==> config.mk <==
export PLATFORM = sky130hd
export DESIGN_NAME = parking_ctrl
export DESIGN_NICKNAME = d
export VERILOG_FILES = /design/src/rtl/parking_pkg.sv /design/src/rtl/parking_ctrl_blink_gen.sv /design/src/rtl/parking_ctrl.sv
export SDC_FILE = /design/constraint.sdc
export NUM_CORES = 1
export LEC_CHECK = 0
export CELL_PAD_IN_SITES_DETAIL_PLACEMENT = 1
export CELL_PAD_IN_SITES_GLOBAL_PLACEMENT = 1
export CORE_MARGIN = 2
export CORE_UTILIZATION = 40
export CTS_CLUSTER_SIZE = 16
export DETAILED_ROUTE_END_ITERATION = 10
export PLACE_DENSITY_LB_ADDON = 0.1
export SLEW_MARGIN = 5
export SYNTH_ARGS = -nofsm -noshare
export SYNTH_HDL_FRONTEND = slang
export SYNTH_SLANG_ARGS = --single-unit
==> constraint.sdc <==
create_clock -name clk -period 2.46 [get_ports clk]
set_input_delay 0.369 -clock clk [delete_from_list [all_inputs] [get_ports clk]]
set_output_delay 0.369 -clock clk [all_outputs]
set_load 0.01 [all_outputs]
==> src/rtl/parking_pkg.sv <==
`default_nettype none
// +--------------------------------------------------------------------+
// | parking_pkg                                                        |
// | Shared FSM encoding and width helpers for the parking controller.  |
// | Rev 1.0                                                            |
// +--------------------------------------------------------------------+
package parking_pkg;

  typedef enum logic [2:0] {
    ST_IDLE  = 3'd0,
    ST_ENTRY = 3'd1,
    ST_EXIT  = 3'd2,
    ST_DOOR  = 3'd3,
    ST_FULL  = 3'd4
  } state_t;

  localparam int c_stat_w = 16;

  // Blink counter runs 0..div-1.
  function automatic int blink_cnt_w(input int div);
    return (div < 2) ? 1 : $clog2(div);
  endfunction

  // One timer serves both DOOR and FULL, so size it for the longer of the two.
  function automatic int timer_w(input int door_ticks, input int full_ticks);
    int m;
    m = (door_ticks > full_ticks) ? door_ticks : full_ticks;
    return (m < 2) ? 1 : $clog2(m);
  endfunction

endpackage
`default_nettype wire

==> src/rtl/parking_ctrl_blink_gen.sv <==
`default_nettype none
// +--------------------------------------------------------------------+
// | blink_gen                                                          |
// | Indicator that is 1 on the first enabled cycle, then toggles every |
// | BLINK_DIV cycles; 0 whenever disabled.                             |
// | Rev 1.0                                                            |
// +--------------------------------------------------------------------+
module blink_gen
  import parking_pkg::*;
#(
  parameter int BLINK_DIV = 4
) (
  input  logic clk,
  input  logic reset_n,
  input  logic enable,
  output logic light
);

  localparam int                 c_cnt_w = blink_cnt_w(BLINK_DIV);
  localparam logic [c_cnt_w-1:0] c_last  = c_cnt_w'(BLINK_DIV - 1);

  logic [c_cnt_w-1:0] r_cnt;
  logic               r_run;
  logic               r_light;

  // enable is the owner's next-state view, so the light is already on
  // during the first cycle of the phase it decorates.
  always_ff @(posedge clk or negedge reset_n) begin
    if (!reset_n) begin
      r_cnt   <= '0;
      r_run   <= 1'b0;
      r_light <= 1'b0;
    end else if (!enable) begin
      r_cnt   <= '0;
      r_run   <= 1'b0;
      r_light <= 1'b0;
    end else if (!r_run) begin
      r_cnt   <= '0;
      r_run   <= 1'b1;
      r_light <= 1'b1;
    end else if (r_cnt == c_last) begin
      r_cnt   <= '0;
      r_light <= ~r_light;
    end else begin
      r_cnt   <= r_cnt + 1'b1;
    end
  end

  assign light = r_light;

endmodule
`default_nettype wire

==> src/rtl/parking_ctrl.sv <==
`default_nettype none
// +--------------------------------------------------------------------+
// | parking_ctrl                                                       |
// | Parking bay allocator: entry/exit FSM, occupancy bitmap, door and  |
// | full indicators. Define PARKING_STATS_EN for saturating counters.  |
// | Rev 1.0                                                            |
// +--------------------------------------------------------------------+
module parking_ctrl
  import parking_pkg::*;
#(
  parameter  int SLOTS      = 4,
  parameter  int DOOR_TICKS = 40,
  parameter  int FULL_TICKS = 24,
  parameter  int BLINK_DIV  = 4,
  localparam int SW         = $clog2(SLOTS),
  localparam int CW         = $clog2(SLOTS + 1)
) (
  input  logic             clk,
  input  logic             reset_n,
  input  logic             entry_req,
  input  logic             exit_req,
  input  logic [SW-1:0]    exit_slot,
  output logic             entry_ack,
  output logic [SW-1:0]    grant_slot,
  output logic             exit_ack,
  output logic             exit_err,
  output logic [SLOTS-1:0] occupied,
  output logic [CW-1:0]    free_count,
  output logic [SW-1:0]    next_slot,
  output logic             door_light,
  output logic             full_light,
  output logic [2:0]       state
`ifdef PARKING_STATS_EN
  ,
  output logic [15:0]      total_entries,
  output logic [15:0]      total_exits,
  output logic [15:0]      total_rejects
`endif
);

  localparam int              c_tmr_w     = timer_w(DOOR_TICKS, FULL_TICKS);
  localparam logic [SW:0]     c_slots_ext = (SW + 1)'(SLOTS);
  localparam int              c_pad_w     = 2 ** SW;

  state_t               r_state;
  state_t               w_next_state;
  logic [SLOTS-1:0]     r_occupied;
  logic [CW-1:0]        r_free_count;
  logic [SW-1:0]        r_grant_slot;
  logic [SW-1:0]        w_next_slot;
  logic                 r_entry_ack;
  logic                 r_exit_ack;
  logic                 r_exit_err;
  logic [c_tmr_w-1:0]   r_timer;
  logic [c_pad_w-1:0]   w_occ_pad;
  logic                 w_have_free;
  logic                 w_exit_ok;
  logic                 w_timer_done;
  logic                 w_entry_grant;
  logic                 w_entry_reject;
  logic                 w_exit_grant;
  logic                 w_exit_reject;

  // Padding lets exit_slot index safely when SLOTS is not a power of two.
  assign w_occ_pad    = c_pad_w'(r_occupied);
  assign w_have_free  = (r_free_count != '0);
  assign w_exit_ok    = ({1'b0, exit_slot} < c_slots_ext) && w_occ_pad[exit_slot];
  assign w_timer_done = (r_state == ST_DOOR) ? (r_timer == c_tmr_w'(DOOR_TICKS - 1))
                                             : (r_timer == c_tmr_w'(FULL_TICKS - 1));

  always_comb begin
    w_next_slot = '0;
    for (int i = SLOTS - 1; i >= 0; i--) begin
      if (!r_occupied[i]) w_next_slot = SW'(i);
    end
  end

  always_ff @(posedge clk or negedge reset_n) begin
    if (!reset_n) r_state <= ST_IDLE;
    else          r_state <= w_next_state;
  end

  always_comb begin
    w_next_state   = r_state;
    w_entry_grant  = 1'b0;
    w_entry_reject = 1'b0;
    w_exit_grant   = 1'b0;
    w_exit_reject  = 1'b0;
    unique case (r_state)
      ST_IDLE: begin
        if (entry_req)     w_next_state = ST_ENTRY;
        else if (exit_req) w_next_state = ST_EXIT;
      end
      ST_ENTRY: begin
        w_entry_grant  = w_have_free;
        w_entry_reject = !w_have_free;
        w_next_state   = w_have_free ? ST_DOOR : ST_FULL;
      end
      ST_EXIT: begin
        w_exit_grant  = w_exit_ok;
        w_exit_reject = !w_exit_ok;
        w_next_state  = w_exit_ok ? ST_DOOR : ST_IDLE;
      end
      ST_DOOR, ST_FULL: begin
        if (w_timer_done) w_next_state = ST_IDLE;
      end
      default: w_next_state = ST_IDLE;
    endcase
  end

  always_ff @(posedge clk or negedge reset_n) begin
    if (!reset_n) begin
      r_occupied   <= '0;
      r_free_count <= CW'(SLOTS);
      r_grant_slot <= '0;
      r_entry_ack  <= 1'b0;
      r_exit_ack   <= 1'b0;
      r_exit_err   <= 1'b0;
      r_timer      <= '0;
    end else begin
      r_entry_ack <= w_entry_grant;
      r_exit_ack  <= w_exit_grant;
      r_exit_err  <= w_exit_reject;
      if (w_entry_grant) begin
        r_occupied   <= r_occupied | (SLOTS'(1) << w_next_slot);
        r_free_count <= r_free_count - 1'b1;
        r_grant_slot <= w_next_slot;
      end else if (w_exit_grant) begin
        r_occupied   <= r_occupied & ~(SLOTS'(1) << exit_slot);
        r_free_count <= r_free_count + 1'b1;
      end
      if ((r_state == ST_DOOR || r_state == ST_FULL) && !w_timer_done)
        r_timer <= r_timer + 1'b1;
      else
        r_timer <= '0;
    end
  end

  blink_gen #(.BLINK_DIV(BLINK_DIV)) u_door_blink (
    .clk     (clk),
    .reset_n (reset_n),
    .enable  (w_next_state == ST_DOOR),
    .light   (door_light)
  );

  blink_gen #(.BLINK_DIV(BLINK_DIV)) u_full_blink (
    .clk     (clk),
    .reset_n (reset_n),
    .enable  (w_next_state == ST_FULL),
    .light   (full_light)
  );

`ifdef PARKING_STATS_EN
  logic [c_stat_w-1:0] r_total_entries;
  logic [c_stat_w-1:0] r_total_exits;
  logic [c_stat_w-1:0] r_total_rejects;

  // Counters move on the same edge that registers the matching pulse.
  always_ff @(posedge clk or negedge reset_n) begin
    if (!reset_n) begin
      r_total_entries <= '0;
      r_total_exits   <= '0;
      r_total_rejects <= '0;
    end else begin
      if (w_entry_grant && r_total_entries != '1)  r_total_entries <= r_total_entries + 1'b1;
      if (w_exit_grant && r_total_exits != '1)     r_total_exits   <= r_total_exits + 1'b1;
      if (w_entry_reject && r_total_rejects != '1) r_total_rejects <= r_total_rejects + 1'b1;
    end
  end

  assign total_entries = r_total_entries;
  assign total_exits   = r_total_exits;
  assign total_rejects = r_total_rejects;
`endif

  assign entry_ack  = r_entry_ack;
  assign grant_slot = r_grant_slot;
  assign exit_ack   = r_exit_ack;
  assign exit_err   = r_exit_err;
  assign occupied   = r_occupied;
  assign free_count = r_free_count;
  assign next_slot  = w_next_slot;
  assign state      = r_state;

endmodule
`default_nettype wire

**Word level (Yosys, flattened, before mapping)**

Index checks and enable logic that the tools add are counted.

- Register bits: 29
- Bits of input ports: 6
- Output and inout port bits: 19
- Word-level logic and storage cells: 82

- Add/subtract/negate cells: 5
- $lt $le $gt $ge: 1
- Eq/ne operators: 12
- Shift operators: 2
- Multiplexer cells: 35
- Bitwise operators: 5
- Reductions and logical operators: 8

Operators by type and width:

| cell | number |
|---|---|
| 2-bit two-way mux | 11 |
| 3-bit two-way mux | 6 |
| 1-bit two-way mux | 13 |
| 3-bit one-hot mux with 4 select lines | 1 |
| 3-bit by 2-bit equality test with 1-bit output (second input constant) | 3 |
| 4-bit two-way mux | 2 |
| 1-bit by 2-bit left shift with 4-bit output (first input constant) | 2 |
| 6-bit by 1-bit adder with 6-bit output (second input constant) | 1 |
| 3-bit equality test (second input constant) | 2 |
| 6-bit by 5-bit equality test with 1-bit output (second input constant) | 1 |
| 6-bit equality test (second input constant) | 1 |
| 6-bit two-way mux | 1 |
| 3-bit != test (second input constant) | 2 |
| 2-bit by 1-bit adder with 2-bit output (second input constant) | 2 |
| 4-bit bitwise AND | 1 |
| 2-bit equality test (second input constant) | 2 |
| 4-bit NOT | 1 |
| 4-bit bitwise OR | 1 |
| 3-bit by 1-bit adder with 3-bit output (second input constant) | 1 |
| 3-bit by 1-bit equality test with 1-bit output (second input constant) | 1 |
| 3-bit logical NOT | 1 |
| 2-bit by 3-bit less-than comparator with 1-bit output (second input constant) | 1 |
| 3-bit nonzero test | 1 |
| 3-bit by 1-bit subtractor with 3-bit output (second input constant) | 1 |
| 7 further kinds | 9 |

**Logic depth before layout (Yosys ltp)**

- Depth in word-level cells: 7
- Depth in mapped cells: 7

**Hierarchy**

A second synthesis with hierarchy kept.

- Cell total of the unflattened synthesis: 117
- Area total of the unflattened synthesis: 1343.8 um^2

By module, submodules not included:

| module | times used | cells each | area an instance (um^2) |
|---|---|---|---|
| parking_ctrl | 1 | 97 | 1056.0 |
| blink_gen | 2 | 10 | 143.9 |

**Least setup slack after synthesis**

No wires, ideal clock.

- Path kind: register to register
- Start point: register r_free_count[2], in the netlist free_count[2]
- End point: register r_free_count[2], in the netlist free_count[2]
- Library setup time: 0.084 ns
- Data arrival time: 1.714 ns
- Required time: 2.376 ns
- Setup slack: 0.662 ns
- Cell stages (with the launch flop): 6
- Buffers on the path: 0
- Cells stage by stage: dfstp_2 > o31a_1 > nand2_2 > fa_1 > a211o_1 > o2111ai_1

- Word-level cells in the longest chain between the ends: 3
- Elaborated cells on any way between the ends: 7
- Those cells by class: add/sub: 2; mux: 3; reduce/logical: 2

Ends and longest elaborated chain:

| element | RTL line | RTL |
|---|---|---|
| start: declaration | parking_ctrl.sv:48 | `logic [CW-1:0] r_free_count;` |
| start signal: assignment | parking_ctrl.sv:114 | `r_free_count <= CW'(SLOTS);` |
| start signal: assignment | parking_ctrl.sv:126 | `r_free_count <= r_free_count - 1'b1;` |
| start signal: assignment | parking_ctrl.sv:130 | `r_free_count <= r_free_count + 1'b1;` |
| 3-bit by 1-bit adder with 3-bit output or 3-bit nonzero test (tied branches) | parking_ctrl.sv:130, parking_ctrl.sv:66 |  |
| 3-bit two-way mux or 1-bit two-way mux (tied branches) | parking_ctrl.sv:128, parking_ctrl.sv:89 |  |
| 3-bit two-way mux or 2-bit nonzero test (tied branches) | n/a |  |

Parallel ways exist; a longest one is shown, timed or not. The select of a mux whose other input is x is not followed.
A chain may end at the register's enable or synchronous reset.

**Final worst setup path**

- Start point: register r_occupied[3], in the netlist occupied[3]
- End point: output port next_slot[0]

- Word-level cells in the longest chain between the ends: 4

Ends and longest elaborated chain:

| element | RTL line | RTL |
|---|---|---|
| start: declaration | parking_ctrl.sv:47 | `logic [SLOTS-1:0] r_occupied;` |
| start signal: assignment | parking_ctrl.sv:125 | `r_occupied <= r_occupied \| (SLOTS'(1) << w_next_slot);` |
| start signal: assignment | parking_ctrl.sv:129 | `r_occupied <= r_occupied & ~(SLOTS'(1) << exit_slot);` |
| 2-bit two-way mux (4 in series) | parking_ctrl.sv:74 | `if (!r_occupied[i]) w_next_slot = SW'(i);` |
| end: declaration | parking_ctrl.sv:29 | `output logic [SW-1:0] next_slot,` |

Every way passes these cells.

==> flow_metrics.py <==
metrics = {
    "timing": {
        "fmax_mhz": 453.7,
        "worst_pin_slew_ps": 514.4,
        "hold_violations": 0,
        "rsz0062_at_grt": "false",
        "finalCritPeriodShare_pct": 89.59,
        "setup_viol": 0,
        "min_period_ps": 2204,
        "clock-skew-final_ps": 4.550,
        "slew_viol_final": 0,
        "slew_headroom_pct": 65.71,
        "tns_ps": 0,
    },
    "floorplanning": {
        "dieArea_mm2": 0.003963,
        "die_h_um": 62.95,
        "pin_count": 25,
        "rows": 21,
        "dieWidth_um": 62.95,
        "start_util_pct": 41.66,
        "core-area_mm2": 0.003337,
    },
    "final_layout": {
        "fin_nets": 162,
        "final_common_cell": "dfrtp_1",
        "final_util_pct": 52.04,
        "n_antenna_cell": 0,
        "most-common-layout-cells": "28 x dfrtp_1, 24 x clkdlybuf4s50_1, 10 x inv_1",
        "drive_gt1_share_pct": 13.73,
        "syn_to_final_growth_pct": 24.93,
    },
    "pwr": {
        "leakage_nw": 0.7198,
        "total_power_mw": 2.231,
        "power_density_mw_per_mm2": 1285,
        "ir_worst_vdd_mv": 0.5957,
    },
    "clock_tree": {
        "cts.clk_slew.worst_paths_ps": 90,
        "cts_root_buffer": "clkbuf_4",
        "clock_latency_ps": 330,
        "cts_buffer_depth": 2,
        "cts_max_level": 2,
        "postCtsSetupBuffers": 0,
        "cts_tree": "done",
        "cts_buffers": 5,
        "postCtsHoldBufs": 0,
        "cts.sinks": 29,
        "cts-resized-gates": 0,
    },
    "synthesis": {
        "ys_types": 46,
        "synthArstFlopShare_pct": 100.0,
        "synth_nets": 132,
        "synth_edf_count": 0,
        "syn_inst": 122,
        "syn-cell-area_mm2": 0.001390,
        "synth-seq-cells": 29,
        "yosysWarnings": 0,
        "post_synth.cell_area_avg_um2": 11.39,
        "synth.yosys.seq_area_share_pct": 52.30,
        "synth-main-ff-cell": "dfrtp_1",
    },
    "setup_path": {
        "cpPeakStageDelay_ps": 610,
        "crit_required_ps": 2090,
        "crit_chain": "nand2b_1 -> a21boi_0 -> clkdlybuf4s50_1",
        "path_max_fanout": 5,
        "crit_slowest_cell": "clkdlybuf4s50_1",
        "path_class": "flop to output pin",
        "crit_path_end_kind": "output pin",
        "critPathBufInv": 1,
        "start_kind": "flop",
        "critPathTopFamily": "buffers and inverters",
        "arrival_ps": 1840,
    },
    "placement": {
        "place.gp.congestion": 0.7491,
        "portBuffers": 24,
        "hpwl_um": 2219,
    },
    "drt": {
        "drt-pass1-iter-count": 4,
        "drcViolationCount": 0,
        "antenna_left": 0,
        "vias_per_cell": 5.302,
        "routed_wl_um": 3097,
        "vias": 1055,
        "drt_iter0_drc": 34,
        "post_drt_wl_per_cell_um": 15.56,
    },
    "hold_path": {
        "holdCritPathClass": "primary input to asynchronous set/reset pin",
    },
    "global_routing": {
        "grt_pass1_vias": 1122,
        "grtUsageTotal_pct": 18.04,
        "grt_max_degree": 30,
        "grt-ovfl-total": 0,
        "grt_first_pass_wirelength_um": 5513,
        "antenna_found_initial": 0,
    },
    "run_status": {
        "outcome": "finished clean",
    },
    "flow_run": {
        "maxCapViolCount": 0,
    },
}
## cell usage after synthesis, types with 2 or more instances
| cell | n | share of area, % |
|---|---|---|
| a211oi_1 | 2 | 1.1 |
| a21oi_1 | 4 | 1.4 |
| a31oi_1 | 4 | 1.8 |
| a41oi_1 | 2 | 1.3 |
| buf_2 | 2 | 0.72 |
| dfrtp_1 | 28 | 50 |
| ha_1 | 3 | 2.7 |
| inv_1 | 10 | 2.7 |
| mux2_1 | 2 | 1.6 |
| nand2_1 | 6 | 1.6 |
| nand2_2 | 2 | 0.90 |
| nand3_1 | 5 | 1.8 |
| nand3b_1 | 4 | 2.2 |
| nand4_1 | 3 | 1.4 |
| nor2_1 | 4 | 1.1 |
| nor3_1 | 6 | 2.2 |
| o311ai_2 | 2 | 2.3 |
| xnor2_1 | 5 | 3.2 |
## per-layer routing
| layer | up-vias | part of all wire [%] | global-route usage [%] |
|---|---|---|---|
| met5 | - | 0 | 0 |
| met4 | 0 | 1.2 | 6.667 |
| met3 | 6 | 4.3 | 5.766 |
| li1 | 506 | - | - |
| met1 | 525 | 48 | 25.03 |
| met2 | 18 | 46 | 26.20 |
## power by group
part | switching [mW] | internal [mW]
Sequential | 0.179 | 0.656
Combinational | 0.563 | 0.554
Clock | 0.171 | 0.109
## final timing paths
| path | start | to | slack, ps | cells after the start |
|---|---|---|---|---|
| setup reg to reg | free_count[2]$_DFFE_PN1P_ | free_count[2]$_DFFE_PN1P_ | 470 | 5 |
| hold reg to reg | u_door_blink.r_cnt[0]$_DFF_PN0_ | u_door_blink.r_cnt[0]$_DFF_PN0_ | 450 | 1 |
| max in group asynchronous | reset_n | free_count[2]$_DFFE_PN1P_ | 1740 | 2 |
| hold / removal | reset_n | u_full_blink.r_cnt[0]$_DFF_PN0_ | 420 | 2 |
| setup / recovery | occupied[3]$_DFFE_PN0P_ | next_slot[0] | 260 | 3 |
| min in group clk | u_door_blink.r_cnt[0]$_DFF_PN0_ | u_door_blink.r_cnt[0]$_DFF_PN0_ | 450 | 1 |
## metrics by stage
stage	cells	worst slack, ps	hold WS [ps]	area [um^2]
CTS	199	227.4	422.6	1737
floorplan	122	661.9	73.41	1390
global placement	191	421.7	425.1	1685
finish	199	256.0	418.8	1737
global route	199	133.0	439.5	1737
detailed placement	191	297.9	434.7	1685
## layout make-up
cell class	count	area [um^2]
clock buffer	6	41.29
timing repair buffer	26	255.2
tap	46	57.56
fill	374	1600
sequential	29	726.9
inverter	11	41.29
clock inverter	2	10.01
multi-input combinational	79	604.3
## sequential cells by signal (all words and copies together), names as in the netlist
signal	count
occupied	4
r_timer	6
u_full_blink.r_run	1
u_door_blink.r_cnt	2
u_door_blink.light	1
grant_slot	2
exit_err	1
entry_ack	1
free_count	3
u_full_blink.light	1
state	3
exit_ack	1
u_full_blink.r_cnt	2
u_door_blink.r_run	1
## logic make-up (layout without fill, tap and decap cells)
family                     Yosys count  after routing  synth area share (%)
AOI/OAI and AO/OA                   27             27                 16.02
xor gates and xnor gates             6              6                 3.780
adders and majority gates            4              4                 4.141
buffers and inverters               14             45                 4.231
DFF                                 29             29                 52.30
muxes                                4              4                 3.960
and+or+nand+nor                     38             38                 15.57
No activity file was read; power rests on OpenSTA's default activity.
